**src/rtl/alu_pkg.sv**
```systemverilog
// alu_pkg: ALU opcode encoding plus MIPS opcode/funct constants shared by the
// issue stage and the ALU. Provides alu_op_t, the decoded-payload struct and
// immediate extension helpers.
package alu_pkg;

  localparam int ALU_DATA_W = 32;

  // ALU operation codes. SRL sits at 5'h10 to match the existing ALU encoding.
  typedef enum logic [4:0] {
    ALU_NOP      = 5'h00,
    ALU_ADD      = 5'h01,
    ALU_SUB      = 5'h02,
    ALU_AND      = 5'h03,
    ALU_OR       = 5'h04,
    ALU_XOR      = 5'h05,
    ALU_NOR      = 5'h06,
    ALU_ZERO     = 5'h07,
    ALU_LSHIFT16 = 5'h08,
    ALU_SLL      = 5'h09,
    ALU_SRL      = 5'h10
  } alu_op_t;

  // Primary opcodes (instr[31:26])
  localparam logic [5:0] OPC_RTYPE = 6'h00;
  localparam logic [5:0] OPC_BEQ   = 6'h04;
  localparam logic [5:0] OPC_BNE   = 6'h05;
  localparam logic [5:0] OPC_ADDI  = 6'h08;
  localparam logic [5:0] OPC_ADDIU = 6'h09;
  localparam logic [5:0] OPC_ANDI  = 6'h0C;
  localparam logic [5:0] OPC_ORI   = 6'h0D;
  localparam logic [5:0] OPC_XORI  = 6'h0E;
  localparam logic [5:0] OPC_LUI   = 6'h0F;
  localparam logic [5:0] OPC_LW    = 6'h23;
  localparam logic [5:0] OPC_SW    = 6'h2B;

  // R-type function codes (instr[5:0])
  localparam logic [5:0] FN_SLL  = 6'h00;
  localparam logic [5:0] FN_SRL  = 6'h02;
  localparam logic [5:0] FN_SLLV = 6'h04;
  localparam logic [5:0] FN_SRLV = 6'h06;
  localparam logic [5:0] FN_ADD  = 6'h20;
  localparam logic [5:0] FN_ADDU = 6'h21;
  localparam logic [5:0] FN_SUB  = 6'h22;
  localparam logic [5:0] FN_SUBU = 6'h23;
  localparam logic [5:0] FN_AND  = 6'h24;
  localparam logic [5:0] FN_OR   = 6'h25;
  localparam logic [5:0] FN_XOR  = 6'h26;
  localparam logic [5:0] FN_NOR  = 6'h27;

  // Decoded ID/EX payload
  typedef struct packed {
    alu_op_t                 op;
    logic [ALU_DATA_W-1:0]   a;
    logic [ALU_DATA_W-1:0]   b;
    logic [4:0]              rd;
    logic                    reg_write;
    logic                    illegal;
  } alu_dec_t;

  function automatic logic [ALU_DATA_W-1:0] sext16(input logic [15:0] imm);
    return {{(ALU_DATA_W-16){imm[15]}}, imm};
  endfunction

  function automatic logic [ALU_DATA_W-1:0] zext16(input logic [15:0] imm);
    return {{(ALU_DATA_W-16){1'b0}}, imm};
  endfunction

endpackage

```
**src/rtl/alu_decode.sv**
```systemverilog
// alu_decode: purely combinational MIPS decode into ALU opcode and operands.
// Ports:
//   instr     in  32  instruction word
//   rs_data   in  32  register rs value
//   rt_data   in  32  register rt value
//   alu_op    out 5   ALU opcode
//   alu_a     out 32  ALU operand a (shift amount for shifts)
//   alu_b     out 32  ALU operand b
//   rd        out 5   destination register (rd for R-type, rt for I-type)
//   reg_write out 1   write-back enable, never set for $0
//   illegal   out 1   instruction not recognised
module alu_decode
  import alu_pkg::*;
(
  input  logic [31:0] instr,
  input  logic [31:0] rs_data,
  input  logic [31:0] rt_data,
  output logic [4:0]  alu_op,
  output logic [31:0] alu_a,
  output logic [31:0] alu_b,
  output logic [4:0]  rd,
  output logic        reg_write,
  output logic        illegal
);

  logic [5:0]  opc;
  logic [5:0]  funct;
  logic [4:0]  f_rt;
  logic [4:0]  f_rd;
  logic [4:0]  shamt;
  logic [15:0] imm;
  alu_dec_t    d;

  assign opc   = instr[31:26];
  assign f_rt  = instr[20:16];
  assign f_rd  = instr[15:11];
  assign shamt = instr[10:6];
  assign funct = instr[5:0];
  assign imm   = instr[15:0];

  // Source register indices are resolved upstream; operands arrive as data.
  logic unused_rs_idx;
  assign unused_rs_idx = ^instr[25:21];

  always_comb begin
    d           = '0;
    d.op        = ALU_NOP;
    d.illegal   = 1'b0;
    case (opc)
      OPC_RTYPE: begin
        d.rd        = f_rd;
        d.reg_write = 1'b1;
        d.a         = rs_data;
        d.b         = rt_data;
        case (funct)
          FN_ADD, FN_ADDU: d.op = ALU_ADD;
          FN_SUB, FN_SUBU: d.op = ALU_SUB;
          FN_AND:          d.op = ALU_AND;
          FN_OR:           d.op = ALU_OR;
          FN_XOR:          d.op = ALU_XOR;
          FN_NOR:          d.op = ALU_NOR;
          FN_SLL, FN_SRL: begin
            d.op = (funct == FN_SLL) ? ALU_SLL : ALU_SRL;
            d.a  = {27'b0, shamt};
          end
          // The ALU shifts by all 32 bits of a, so the amount must be masked.
          FN_SLLV, FN_SRLV: begin
            d.op = (funct == FN_SLLV) ? ALU_SLL : ALU_SRL;
            d.a  = {27'b0, rs_data[4:0]};
          end
          default: d.illegal = 1'b1;
        endcase
      end
      OPC_ADDI, OPC_ADDIU, OPC_LW: begin
        d.op        = ALU_ADD;
        d.a         = rs_data;
        d.b         = sext16(imm);
        d.rd        = f_rt;
        d.reg_write = 1'b1;
      end
      OPC_SW: begin
        d.op = ALU_ADD;
        d.a  = rs_data;
        d.b  = sext16(imm);
        d.rd = f_rt;
      end
      OPC_ANDI, OPC_ORI, OPC_XORI: begin
        d.op        = (opc == OPC_ANDI) ? ALU_AND :
                      (opc == OPC_ORI)  ? ALU_OR  : ALU_XOR;
        d.a         = rs_data;
        d.b         = zext16(imm);
        d.rd        = f_rt;
        d.reg_write = 1'b1;
      end
      OPC_LUI: begin
        d.op        = ALU_LSHIFT16;
        d.b         = zext16(imm);
        d.rd        = f_rt;
        d.reg_write = 1'b1;
      end
      OPC_BEQ, OPC_BNE: begin
        d.op = ALU_SUB;
        d.a  = rs_data;
        d.b  = rt_data;
        d.rd = f_rt;
      end
      default: d.illegal = 1'b1;
    endcase

    // Illegal issues as a bubble-like NOP with nothing to write back.
    if (d.illegal) begin
      d.op        = ALU_NOP;
      d.a         = '0;
      d.b         = '0;
      d.rd        = '0;
      d.reg_write = 1'b0;
    end
    if (d.rd == 5'd0) d.reg_write = 1'b0;
  end

  assign alu_op    = d.op;
  assign alu_a     = d.a;
  assign alu_b     = d.b;
  assign rd        = d.rd;
  assign reg_write = d.reg_write;
  assign illegal   = d.illegal;

endmodule

```
**src/rtl/alu_issue.sv**
```systemverilog
// alu_issue: ID/EX issue stage. Decodes instruction + operands and holds the
// result in the ID/EX register behind a valid/ready handshake.
// Optional feature macro: ALU_ISSUE_ILLEGAL_TRAP_EN (registers ex_illegal and
// keeps a saturating 8-bit illegal_cnt of accepted illegal instructions).
// Ports:
//   clk, rst          clock, synchronous active-high reset
//   id_valid/id_ready upstream handshake (id_ready = !ex_valid || ex_ready)
//   instr, rs_data, rt_data  instruction and operands
//   flush             kill held and incoming instruction
//   ex_valid/ex_ready downstream handshake
//   ex_alu_op, ex_alu_a, ex_alu_b, ex_rd, ex_reg_write, ex_illegal  payload
module alu_issue
  import alu_pkg::*;
#(
  parameter int DATA_W = 32
) (
  input  logic              clk,
  input  logic              rst,
  input  logic              id_valid,
  output logic              id_ready,
  input  logic [31:0]       instr,
  input  logic [DATA_W-1:0] rs_data,
  input  logic [DATA_W-1:0] rt_data,
  input  logic              flush,
  output logic              ex_valid,
  input  logic              ex_ready,
  output logic [4:0]        ex_alu_op,
  output logic [DATA_W-1:0] ex_alu_a,
  output logic [DATA_W-1:0] ex_alu_b,
  output logic [4:0]        ex_rd,
  output logic              ex_reg_write,
  output logic              ex_illegal
);

  logic [4:0]        d_op;
  logic [DATA_W-1:0] d_a;
  logic [DATA_W-1:0] d_b;
  logic [4:0]        d_rd;
  logic              d_reg_write;
  logic              d_illegal;
  logic              load;

  alu_decode u_dec (
    .instr     (instr),
    .rs_data   (rs_data),
    .rt_data   (rt_data),
    .alu_op    (d_op),
    .alu_a     (d_a),
    .alu_b     (d_b),
    .rd        (d_rd),
    .reg_write (d_reg_write),
    .illegal   (d_illegal)
  );

  // Ready depends only on register state, never on id_valid.
  assign id_ready = !ex_valid || ex_ready;
  assign load     = id_valid && id_ready && !flush;

  // Priority: reset > flush > load > drain. With ex_valid && !ex_ready no
  // branch below fires, so the payload holds exactly.
  always_ff @(posedge clk) begin
    if (rst || flush) begin
      ex_valid     <= 1'b0;
      ex_alu_op    <= ALU_NOP;
      ex_alu_a     <= '0;
      ex_alu_b     <= '0;
      ex_rd        <= '0;
      ex_reg_write <= 1'b0;
    end else if (load) begin
      ex_valid     <= 1'b1;
      ex_alu_op    <= d_op;
      ex_alu_a     <= d_a;
      ex_alu_b     <= d_b;
      ex_rd        <= d_rd;
      // Decode already clears this for illegal; kept as a hard guarantee.
      ex_reg_write <= d_reg_write && !d_illegal;
    end else if (ex_ready) begin
      ex_valid     <= 1'b0;
    end
  end

`ifdef ALU_ISSUE_ILLEGAL_TRAP_EN
  logic [7:0] illegal_cnt;

  always_ff @(posedge clk) begin
    if (rst || flush) ex_illegal <= 1'b0;
    else if (load)    ex_illegal <= d_illegal;
  end

  // Flush only suppresses the load, it never clears the count.
  always_ff @(posedge clk) begin
    if (rst)
      illegal_cnt <= '0;
    else if (load && d_illegal && illegal_cnt != 8'hFF)
      illegal_cnt <= illegal_cnt + 8'd1;
  end
`else
  assign ex_illegal = 1'b0;
`endif

endmodule

```
**config.mk**
```make
export PLATFORM = sky130hd
export DESIGN_NAME = alu_issue
export DESIGN_NICKNAME = d
export VERILOG_FILES = /design/src/rtl/alu_pkg.sv /design/src/rtl/alu_decode.sv /design/src/rtl/alu_issue.sv
export SDC_FILE = /design/constraint.sdc
export NUM_CORES = 1
export LEC_CHECK = 0
export BUFFER_PORTS_ARGS = -buffer_cell sky130_fd_sc_hd__buf_2
export CAP_MARGIN = 20
export CORE_MARGIN = 4
export CORE_UTILIZATION = 45
export CTS_BUF_LIST = sky130_fd_sc_hd__clkbuf_8
export DETAILED_ROUTE_END_ITERATION = 7
export PLACE_DENSITY = 0.89
export REMOVE_ABC_BUFFERS = 1
export SYNTH_ARGS = -nofsm -noshare
export SYNTH_HDL_FRONTEND = slang
export SYNTH_SLANG_ARGS = --single-unit
```
**constraint.sdc**
```tcl
create_clock -name clk -period 3.22 [get_ports clk]
set_input_delay 0.483 -clock clk [delete_from_list [all_inputs] [get_ports clk]]
set_output_delay 0.483 -clock clk [all_outputs]
set_load 0.005 [all_outputs]
```
==> Word-level counts from Yosys, hierarchy flattened <==
Cells that the tools add are included.
W data, S select, Z words.
{ "word_totals": {"in_bits": 101, "memories": 0, "elab_cells": 67, "regBits": 76, "mem_bits_ro": 0, "latchBits": 0, "ramBits": 0, "out_inout_bits": 78} }
{ "op_classes": {"magnitude_cmp": 0, "div_mod_pow": 0, "muxes": 16, "n_bitwise": 0, "n_eq_ne": 21, "shifts": 0, "reduce_logical": 24, "add_sub_neg": 0, "multipliers": 0} }
{ "ops": {"columns": ["cell", "n"], "rows": [
  ["$pmux W37 S4", 1],
  ["$pmux W32 S2", 2],
  ["$mux W75", 1],
  ["$eq A6 B6 Y1 const B", 10],
  ["$pmux W5 S8", 1],
  ["$eq A6 B4 Y1 const B", 6],
  ["$pmux W5 S5", 1],
  ["$eq A6 B3 Y1 const B", 4],
  ["$mux W5", 3],
  ["$logic_not A6 Y1", 2],
  ["$reduce_or A12 Y1", 1],
  ["$reduce_or A10 Y1", 1],
  ["$reduce_or A2 Y1", 5],
  ["$reduce_or A9 Y1", 1],
  ["$reduce_or A4 Y1", 2],
  ["$reduce_or A8 Y1", 1],
  ["$eq A6 B2 Y1 const B", 1],
  ["$mux W1", 6],
  ["$logic_not A5 Y1", 1],
  ["$logic_and A1 B1 Y1", 3],
  ["$logic_not A1 Y1", 3],
  ["$reduce_or A3 Y1", 1],
  ["$logic_or A1 B1 Y1", 2],
  ["$pmux W1 S2", 1],
  ["$reduce_bool A2 Y1", 1]
]} }

==> Longest topological paths before layout <==
Gate-level depths: netlist (run 1).
{ "depth": {"word_depth": 8, "depth_mapped": 8, "ltp_nobuf": 5} }

==> Modules after synthesis <==
From an unflattened synthesis (run 1), not the netlist that was laid out.
{ "hier_totals": {"hier_cells": 542, "area_unflattened_um2": 4251.6} }
{ "by_module_without_submodules": {"columns": ["module", "area_each_um2", "cells_per_inst", "n_inst"], "rows": [
  ["alu_issue", 3145.5, 351, 1],
  ["alu_decode", 1106.1, 191, 1]
]} }

==> Worst setup path before layout (run 1) <==
OpenSTA, ideal clock, no wires.
{ "synth_path": {"path_kind": "input -> register", "from": "in instr[30]", "to": "reg ex_alu_b[25]", "setup_time_ns": 0.128, "required_time_ns": 3.092, "stages": 8, "setup_slack_ns": 1.256, "path_buffers": 3, "arrival_time_ns": 1.836, "cell_sequence": "buf_2 -> nor4_1 -> and2_1 -> a211oi_2 -> buf_2 -> buf_2 -> a32oi_1 -> nor2_1"} }
{ "synth_via": {"elab_chain_cells": 4, "word_cells_on_any_way": 18, "classes_between": "10 x eq/ne; 3 x mux; 5 x reduce/logical"} }
{ "synth_lines": {"columns": ["item", "line", "source"], "rows": [
  ["start: declaration", "alu_issue.sv:21", "input logic [31:0] instr,"],
  ["$eq A6 B4 Y1 (tied with other cells)", "alu_decode.sv:49", "case (opc)"],
  ["$reduce_or A10 Y1 (no source line) (tied with other cells)", null, null],
  ["$pmux W1 S2 / $pmux W37 S4 (equally long branches)", "alu_decode.sv:49", null],
  ["$mux W75 (*)", "alu_decode.sv:111", "if (d.illegal) begin"],
  ["end signal: assignment", "alu_issue.sv:66", "ex_alu_b <= '0;"],
  ["end signal: assignment", "alu_issue.sv:73", "ex_alu_b <= d_b;"],
  ["end: declaration", "alu_issue.sv:29", "output logic [DATA_W-1:0] ex_alu_b,"]
]} }
Mark *: on every way between the ends. The rest lies on a longest branch, timed or not.
A chain may end at the register's enable or synchronous reset.

==> Final worst setup path (run 1) <==
{ "layout_path": {"from": "in instr[31]", "to": "reg ex_alu_a[23]"} }
{ "layout_via": {"elab_chain_cells": 4, "word_cells_on_any_way": 16, "classes_between": "10 x eq/ne; 3 x mux; 3 x reduce/logical"} }
{ "layout_lines": {"columns": ["item", "line", "source"], "rows": [
  ["$eq A6 B4 Y1 (tied with other cells)", "alu_decode.sv:49", null],
  ["$reduce_or A10 Y1 (no source line) / $reduce_or A9 Y1 (equally long branches)", null, null],
  ["$pmux W1 S2 / $pmux W32 S2 (equally long branches)", "alu_decode.sv:49", null],
  ["$mux W75 (*)", "alu_decode.sv:111", null],
  ["end signal: assignment", "alu_issue.sv:65", "ex_alu_a <= '0;"],
  ["end signal: assignment", "alu_issue.sv:72", "ex_alu_a <= d_a;"],
  ["end: declaration", "alu_issue.sv:28", "output logic [DATA_W-1:0] ex_alu_a,"]
]} }
Marks and branches as above.

==> key figures, run 1 <==
Run status
  – Status: complete, no violations

Timing
  – Setup-failing EPs final: 0
  – Final setup skew: approximately 0.011 ns
  – Slew @ Worst Pin: about 1.1 ns
  – Slew margin rel.: 28.3%
  – WHS: 0.378 ns
  – RSZ-0062 raised after global routing: no
  – Tcrit/Tclk final: around four fifths
  – Peak Freq: 394 MHz
  – Final worst path period need: about 2.5 ns
  – Final Max Tran Viols: 0
  – Final Hold Vio Count: 0

Finish
  – # nets final: 674
  – Proportion of layout cells with a drive suffix above 1: a little over a third
  – Number of diodes: 0
  – Most frequent cells in the layout: 172 x buf_2, 76 x dfxtp_1, 43 x nor2_1, 43 x nand2_1, 35 x a32oi_1
  – Filler cells: between 600 and 700
  – Finished Layout Cells: 680
  – Syn-to-layout area delta: 30.2%
  – Most common cell after layout, fill and taps aside: buf_2

Clock network
  – Num CTS Buffers: 9
  – Post-CTS Hold Buffers: 0
  – Clock root buffer: clkbuf_8
  – TritonCTS clock tree: built
  – Clock sink total: between 70 and 80
  – CTS max path bufs: 2
  – Resized cells post-CTS: 0
  – Post-CTS setup buffers: 0
  – Clock transition at the registers of the reported paths: approximately 0.090 ns
  – H-tree depth: 3
  – Clk_lat worst skew: roughly 0.34 ns

Global routing
  – Total grt overflow: 0
  – Met2 usage: ~39%
  – Largest net degree at the start of global routing: 71
  – First-pass GRT wire length: around 18000 um
  – Met3 usage: roughly 6.1%
  – Vias in the first global route: 3815
  – GRT met1 Usage: between 20% and 30%
  – Initial antenna violation count: 0
  – Busiest grt layer: met2
  – Total global routing track utilization: 22.8%

Logic synthesis
  – Post-Syn Area: roughly 3600 um2
  – Post-synthesis instance total: around 430
  – Number of flops mapped to enable cells by yosys: 0
  – Main synth FF type: dfxtp_1
  – Netlist cell types: between 40 and 50
  – Avg Cell Area, Syn: approximately 8.4 um2
  – Post-synth top area share: between 40% and 50%
  – Area leader, netlist: dfxtp_1
  – Synth top area cells: dfxtp_1 42%, a32oi_1 8.5%, nor2_1 4.6%
  – Register area share after synthesis: between 40% and 50%
  – Seq cells post-synth: 76
  – Syn. warnings: 0
  – Ys async rst share: 0%

Die
  – Number of core rows: 32
  – I/O pin count: roughly 180
  – Initial core utilization: between 40% and 50%
  – Die Width: between 90 and 100 um
  – Die area: between 9000 and 10000 um2
  – Core Region: around 7700 um2
  – Die height: between 90 and 100 um

Drt
  – DRT Pass-1 Iters: 5
  – Detail Route Antenna Nets: 0
  – WL final: 11200 um
  – Via density: around 5.8
  – First-iteration detailed-routing DRC count: between 200 and 300
  – WL/cell: between 15 and 20 um
  – DRC violations left: 0
  – Via count: 3910

Worst setup path
  – Reg2reg end: ex_alu_a[23]
  – Critical path launch point type: input port
  – CP Capture Point: ex_alu_a[23]
  – Reg-to-reg slack, setup: roughly 0.88 ns
  – Crit path capture type: register
  – Setup CP Type: in -> reg
  – Worst flop-to-flop path startpoint: ex_valid
  – Crit path max fanout: 27
  – Worst EP arrival: between 2 and 3 ns
  – Required time of the critical path: roughly 3.5 ns
  – CP startpoint: instr[31]
  – R2R depth: 5

Power and ir drop
  – VDD IR max: about 0.28 mV
  – Power density cells: approximately 420 nW/um2
  – Leak pwr: around 0.0021 uW

Placement
  – PortBufs: roughly 170
  – Placed Cells incl. Taps: about 660
  – DPL Wire Length: ~7800 um
  – Final GP Congestion: 0.881

Run
  – Max Cap Viol: 0

Min path
  – Hold Crit Class: in -> reg
[cell usage after synthesis (2+ instances only)]
master / n
a21oi_1: 15
or3_1: 2
o31ai_1: 2
dfxtp_1: 76
xnor2_1: 2
a21o_2: 2
nor2b_1: 3
o21ai_0: 33
a21boi_0: 5
buf_6: 3
clkbuf_1: 24
buf_4: 4
and3_1: 2
inv_1: 8
o211ai_1: 4
nand2_1: 43
nor2_1: 44
nand3_1: 30
buf_2: 11
a222oi_1: 5
a21o_1: 14
a221oi_1: 5
nor3_1: 8
nand2b_1: 5
a22oi_1: 2
a32o_1: 16
o21ai_1: 4
nor4_1: 3
a32oi_1: 35
[layer usage]
layer / part of all wire (%) / wire, um
met5: 0 / 0
met4: 2.4 / 263
met3: 8.3 / 925
met2: 49 / 5490
met1: 40 / 4500
[metrics by stage]
stage	setup TNS, ns	total power [uW]	area (um2)	setup WS [ns]	utilization (%)
after floorplan	-74.78	1070	3370	-1.38	-
after global placement	0	1180	4440	0.485	57.4
after detailed placement	0	1190	4440	0.308	57.4
after CTS	0	1980	4650	0.709	60.2
after global routing	0	2050	4670	0.429	60.4
final	0	1970	4670	0.685	60.4
[layout make-up]
type / instances / area [um2] / area share (%)
flip-flops and latches: 76 / 1520 / 32.6
inverters: 8 / 30.0 / 0.643
clock buffers: 9 / 124 / 2.65
multi-input cells: 299 / 1850 / 39.6
repair buffers: 179 / 926 / 19.8
well taps: 102 / 128 / 2.73
clock inverters: 7 / 91.3 / 1.96
[cell families (layout without fill, tap and decap cells)]
logic type                count (synthesis)  in the layout  share of synthesized area, %
DFF                                      76             76                          42.4
other                                     1              1                         0.105
and+or+nand+nor                         146            146                          18.4
xor gates and xnor gates                  2              2                         0.488
AOI/OAI and AO/OA                       150            150                          31.7
buffers and inverters                    51            203                          6.87
[worst min path at each step]
stage / start / end / cells after the start
after detailed placement: ex_alu_op[3] / ex_alu_op[3] / 2
after global routing: rs_data[20] / ex_alu_a[20] / 3
after CTS: rs_data[30] / ex_alu_a[30] / 3
after floorplan: ex_alu_op[0] / ex_alu_op[0] / 2
after global placement: ex_alu_a[30] / ex_alu_a[30] / 2
final: rs_data[29] / ex_alu_a[29] / 3
[power by group]
part / internal [uW] / switching [uW]
Combinational: 87.2 / 141
Clock: 434 / 368
Sequential: 941 / 1.23
Total: 1460 / 510
[registers in the layout, summed over array words and instances, names as in the netlist]
signal,cells
ex_alu_op,5
ex_alu_b,32
ex_alu_a,32
ex_valid,1
ex_rd,5
ex_reg_write,1
[critical path: stages]
cell and delay, ns:
buf_2 0.22, nor4_1 0.12, and2_1 0.34, a211oi_4 0.68
o211ai_2 0.58, o21ai_0 0.34
No activity file was read; power rests on OpenSTA's default activity.
==> run 2, diff against run 1 <==
Settings changed: ABC_AREA from default to 1, CORE_UTILIZATION 45 to 44.
Clock period 3.22 ns to 2.3 ns, I/O delays scaled along.
==> run 2 against run 1 <==
  * Count of clock-buffer cells in the layout increased by 1
  * Clock power increased by 28%
  * Synthesized area grew 6.4%
  * Non-clock buffer count shrank 2
  * Hold slack got worse by 0.13 ns
  * Final cell count is 17% higher
  * Die area rose by 8.1%
  * Register-to-register slack worse by 0.36 ns
  * Critical endpoint is now ex_alu_a[31]
==> key figures, run 2 <==
Finish
  – # nets final: 788
  – Multi-input logic area: 1980 um2
  – Proportion of layout cells with a drive suffix above 1: between 30% and 40%
  – Util after Layout: approximately three fifths
  – Cell area after layout: between 4000 and 5000 um2
  – Syn-to-layout area delta: 27.3%
  – Seq. cell area: between 1500 and 2000 um2
  – Most frequent cells in the layout: 195 x nand2_1, 172 x buf_2, 76 x dfxtp_1
  – Finished Layout Cells: 796
  – Most common cell after layout, fill and taps aside: nand2_1
  – Regs by FF count: ex_alu_a: 32 flops, ex_alu_b: 32 flops
  – Number of diodes: 0
  – Filler cells: 784

Drt
  – Via count: between 4000 and 5000
  – WL/cell: approximately 14 um
  – DRC violations left: 0
  – First-iteration detailed-routing DRC count: approximately 180
  – Detail Route Antenna Nets: 0
  – WL final: ~11000 um
  – DRT Pass-1 Iters: 5
  – Via density: 5.19

Timing
  – Slew margin rel.: 51.0%
  – Slew @ Worst Pin: around 0.74 ns
  – Final Max Tran Viols: 0
  – Final worst path period need: around 1.9 ns
  – WHS: roughly 0.25 ns
  – Setup-failing EPs final: 0
  – Final setup skew: between 0.009 and 0.01 ns
  – Final Hold Vio Count: 0
  – RSZ-0062 raised after global routing: no
  – Tcrit/Tclk final: a little over four fifths
  – Peak Freq: approximately 520 MHz

Placement
  – Placed Area: 4660 um2
  – Placed Cells incl. Taps: just under 800
  – Final GP Congestion: ~0.87
  – PortBufs: approximately 170
  – DPL Wire Length: a little over 8000 um

Clock network
  – Clock sink total: between 70 and 80
  – Post-CTS Hold Buffers: 0
  – Resized cells post-CTS: 0
  – Num CTS Buffers: 9
  – H-tree depth: 3
  – Clock transition at the registers of the reported paths: about 0.090 ns
  – Post-CTS setup buffers: 0
  – CTS max path bufs: 2
  – TritonCTS clock tree: built
  – Clk_lat worst skew: about 0.34 ns
  – Clock root buffer: clkbuf_8

Logic synthesis
  – Netlist cell types: 30
  – Ys async rst share: 0%
  – Number of flops mapped to enable cells by yosys: 0
  – Seq cells post-synth: 76
  – Post-synthesis instance total: 531
  – Post-Syn Area: approximately 3800 um2
  – Area leader, netlist: dfxtp_1
  – Post-synth top cells: 195 x nand2_1, 76 x dfxtp_1, 59 x a21oi_1
  – Main synth FF type: dfxtp_1
  – Post-synth top area share: between 30% and 40%
  – Register area share after synthesis: ~40%
  – Most frequent cell after synthesis: nand2_1
  – Avg Cell Area, Syn: between 7 and 8 um2
  – Synth top area cells: dfxtp_1 40%, nand2_1 19%, a21oi_1 7.7%
  – Syn. warnings: 0

Power and ir drop
  – Leak pwr: approximately 0.0022 uW
  – Power Total: around 2600 uW
  – Power density cells: around 540 nW/um2
  – VDD IR max: 0.238 mV

Die
  – Core Region: 8340 um2
  – Initial core utilization: 45.8%
  – Die height: around 100 um
  – Die area: slightly above 10000 um2
  – Die Width: around 100 um
  – Number of core rows: 33
  – I/O pin count: between 150 and 200

Worst setup path
  – CP max stage delay: 0.34 ns
  – Critical path launch point type: input port
  – Required time of the critical path: around 2.6 ns
  – R2R depth: 8
  – Worst EP arrival: 2.19 ns
  – Crit path capture type: register
  – Crit path max fanout: 29
  – Most frequent CP cell: inv_2
  – Slowest CP cell: buf_4
  – Setup CP Type: in -> reg
  – Worst path cell trace: buf_2 > nor2_1 > nand3_2 > inv_2 > nand2_1 > nand3_4 > nand2_2 > inv_2 > buf_4 > nand3_1 > a21oi_1

Global routing
  – Vias in the first global route: approximately 4000
  – First-pass GRT wire length: approximately 18000 um
  – Total global routing track utilization: a little over a fifth
  – Total grt overflow: 0
  – Initial antenna violation count: 0
  – Largest net degree at the start of global routing: 74

Run status
  – Status: complete, no violations

Min path
  – WHS Path Cells: 3
  – Hold Crit Class: in -> reg

Run
  – Max Cap Viol: 0
[run 2: cell types whose count changed in the layout (fill, tap and decap cells not counted), moves of 6 or more]
cell	previous run	this run
nor2_1	43	21
inv_2	0	7
nand3_2	0	25
nand3_1	30	24
a32o_1	16	0
a21o_1	14	0
a21oi_2	0	18
a32oi_1	35	0
inv_1	10	21
a21oi_1	15	59
nor3_1	8	0
nand2_1	43	195
[run 2: report_power, final]
part / switching, uW / leakage (uW) / internal [uW]
Clock: 496 / 0.0000992 / 531
Combinational: 187 / 0.00151 / 104
Sequential: 2.29 / 0.000612 / 1320
Total: 686 / 0.00222 / 1950
[run 2: routing by layer]
| layer | wire, um | share of wire [%] | global-route usage [%] | vias to the layer above |
|---|---|---|---|---|
| met5 | 0 | 0 | 0 | - |
| met4 | 206 | 1.8 | 7.46 | 0 |
| met1 | 4480 | 40 | 26.3 | 1867 |
| met2 | 5420 | 48 | 37.2 | 200 |
| met3 | 1110 | 9.9 | 5.51 | 27 |
| li1 | - | - | - | 2037 |
[run 2: logic make-up (layout without fill, tap and decap cells)]
kind of cell / count (synthesis) / after routing / synth area share [%]
DFF: 76 / 76 / 39.9
other: 1 / 1 / 0.0982
and+or+nand+nor: 277 / 277 / 33.7
AOI/OAI and AO/OA: 117 / 117 / 18.0
buffers and inverters: 60 / 220 / 8.39
[run 2: path summary, 6_finish.rpt]
check / from / endpoint / slack, ns
worst min-delay path: rs_data[16] / ex_alu_a[16] / 0.25
worst max register to register: ex_valid / ex_alu_a[31] / 0.52
worst min register to register: ex_alu_b[15] / ex_alu_b[15] / 0.46
worst max-delay path: instr[27] / ex_alu_a[31] / 0.36
[run 2: cell type report]
cell class,count,area share [%]
multi-input cells,395,40.8
clock inverters,5,1.24
repair buffers,177,19.0
clock buffers,10,2.83
inverters,28,2.16
well taps,105,2.70
flip-flops and latches,76,31.3
[run 2: worst max-delay path, delay by kind of cell]
kind | cells | cell delay, ns
AO/OA/AOI/OAI | 1 | 0.16
buffers and inverters | 4 | 0.80
AND/OR/NAND/NOR | 6 | 0.88
[run 2: per-stage QoR]
step / setup slack, ns / TNS, ns
final: 0.360 / 0
after global routing: 0.268 / 0
after CTS: 0.423 / 0
after detailed placement: 0.0696 / 0
after global placement: 0.169 / 0
after floorplan: -1.30 / -83.30
==> run 3, diff against run 2 <==
Settings changed: CORE_UTILIZATION 44 to 45, PLACE_DENSITY 0.89 to 0.88.
Clock period 2.3 ns to 1.8 ns, I/O delays scaled along.
==> run 3 against run 2 <==
  * Sequential share of layout area shrank 0.79 points
  * Die area is 2.0% lower
  * Non-clock buffer count up 14
  * Global-route usage is 0.85 points lower
  * Critical path type unchanged
==> key figures, run 3 (same netlist as run 2, synthesis figures left out) <==
Run status
  – Status: complete, no violations

Clock network
  – Clock sink total: 76
  – CTS max path bufs: 2
  – Resized cells post-CTS: 0
  – H-tree depth: 3
  – Num CTS Buffers: 9
  – Post-CTS setup buffers: 0
  – Post-CTS Hold Buffers: 0
  – Clk_lat worst skew: around 0.33 ns
  – TritonCTS clock tree: built
  – Clock transition at the registers of the reported paths: 0.09 ns
  – Clock root buffer: clkbuf_8

Min path
  – Hold Crit Class: in -> reg
  – Worst Hold End: ex_alu_a[16]
  – Hold Crit Start: rs_data[16]
  – WHS Path Cells: 3

Timing
  – Setup-failing EPs final: 0
  – Slew @ Worst Pin: approximately 0.50 ns
  – Final setup skew: between 0.01 and 0.015 ns
  – Final Max Tran Viols: 0
  – Peak Freq: between 700 and 800 MHz
  – RSZ-0062 raised after global routing: no
  – Tcrit/Tclk final: 78.2%
  – Final worst path period need: ~1.4 ns
  – Slew margin rel.: 66.5%
  – Final Hold Vio Count: 0

Power and ir drop
  – Seq pwr share: ~49%
  – Leak pwr: roughly 0.0023 uW
  – Power Total: between 3000 and 4000 uW
  – Psw: about 940 uW
  – Sw Share: between 20 and 30%
  – Power density cells: between 600 and 700 nW/um2
  – Clock share of power: between 30% and 40%
  – Gate power share: around 11%
  – VDD IR max: roughly 0.4 mV
  – Internal power: 2510 uW

Worst setup path
  – Required time of the critical path: 2.07 ns
  – Worst EP arrival: between 1.5 and 2 ns
  – Critical path launch point type: input port
  – Crit path max fanout: 39
  – Reg-to-reg slack, setup: 0.49 ns
  – R2R depth: 8
  – Reg2reg end: ex_alu_a[6]
  – CP max stage delay: 0.21 ns
  – Slowest CP cell: buf_12
  – Setup CP Type: in -> reg
  – Crit path capture type: register
  – Worst path cell trace: buf_2 > nor2_1 > nand3_1 > nand2_1 > nand2_1 > nand3_4 > nand2_2 > inv_2 > buf_12 > nand3_1 > a21oi_1
  – Worst flop-to-flop path startpoint: ex_valid

Global routing
  – Vias in the first global route: approximately 4100
  – Initial antenna violation count: 0
  – First-pass GRT wire length: about 17000 um
  – Largest net degree at the start of global routing: 40
  – Total grt overflow: 0
  – Total global routing track utilization: approximately a fifth

Finish
  – Most common cell after layout, fill and taps aside: nand2_1
  – Regs by FF count: ex_alu_a: 32 flops, ex_alu_b: 32 flops
  – Syn-to-layout area delta: 30.6%
  – Proportion of layout cells with a drive suffix above 1: between 30% and 40%
  – Most frequent cells in the layout: 195 x nand2_1, 172 x buf_2, 76 x dfxtp_1
  – Filler cells: between 700 and 800
  – Number of diodes: 0
  – Finished Layout Cells: roughly 810
  – # nets final: roughly 800
  – Cell area after layout: ~5000 um2
  – Util after Layout: between 60% and 70%

Drt
  – WL final: ~11000 um
  – First-iteration detailed-routing DRC count: between 100 and 150
  – Via density: between 5 and 6
  – DRT Pass-1 Iters: 4
  – Via count: between 4000 and 5000
  – WL/cell: roughly 13 um
  – DRC violations left: 0
  – Detail Route Antenna Nets: 0

Placement
  – Placed Area: 4780 um2
  – DPL Wire Length: approximately 8200 um
  – Final GP Congestion: around 0.88
  – Placed Cells incl. Taps: approximately 800
  – PortBufs: between 150 and 200

Die
  – Die area: about 10000 um2
  – Number of core rows: 33
  – I/O pin count: ~180
  – Die height: ~100 um
  – Die Width: 100 um
  – Initial core utilization: 46.5%
  – Core Region: 8220 um2

Run
  – Max Cap Viol: 0
==> run 3: changes by cell type in the layout (fill, tap and decap cells not counted) <==
cell,before,now
inv_8,0,2
buf_4,3,16
clkbuf_8,10,9
buf_12,2,3
==> run 3: power groups by stage <==
stage | logic [uW] | registers (uW) | clock network (uW)
3_3_place_gp | 379 | 1730 | 0
6_report | 391 | 1690 | 1370
5_1_grt | 432 | 1690 | 1480
4_1_cts | 391 | 1690 | 1410
2_1_floorplan | 172 | 1730 | 0
3_5_place_dp | 389 | 1730 | 0
==> run 3: per-layer routing <==
metal	wire length, um	global-route usage [%]
met5	0	0
met4	243	7.98
met3	930	4.17
met2	5090	36.4
met1	4420	25.1
==> run 3: worst max-delay path: cells and delay by family <==
family          cells  cell delay [ns]
buf+inv             3             0.44
simple gates        7             0.80
compound gates      1             0.13
==> run 3: final cells by class <==
type	instances	area [um2]	share of cell area (%)
Timing Repair Buffer	191	1040	20.9
Multi-Input combinational cell	395	1980	39.7
Tap cell	105	131	2.63
Sequential cell	76	1520	30.5
Clock inverter	7	82.6	1.66
Clock buffer	9	124	2.48
Inverter	28	105	2.11
==> run 3: how the worst max path moves through the flow <==
stage | from | endpoint | slack [ns] | cells past startpoint
after CTS | instr[5] | ex_rd[4] | 0.42 | 11
after global placement | instr[31] | ex_rd[4] | 0.12 | 11
after global routing | instr[31] | ex_alu_b[3] | 0.24 | 10
after detailed placement | instr[5] | ex_alu_a[6] | 0.07 | 11
after floorplan | ex_valid | ex_rd[4] | -1.75 | 7
final | instr[5] | ex_alu_a[6] | 0.39 | 11
==> run 3: per-stage QoR <==
stage	TNS [ns]	hold slack (ns)	setup WS, ns
after floorplan	-117.45	0.416	-1.75
after global placement	0	0.450	0.116
after detailed placement	0	0.452	0.0707
after CTS	0	0.159	0.421
after global routing	0	0.162	0.236
final	0	0.178	0.393
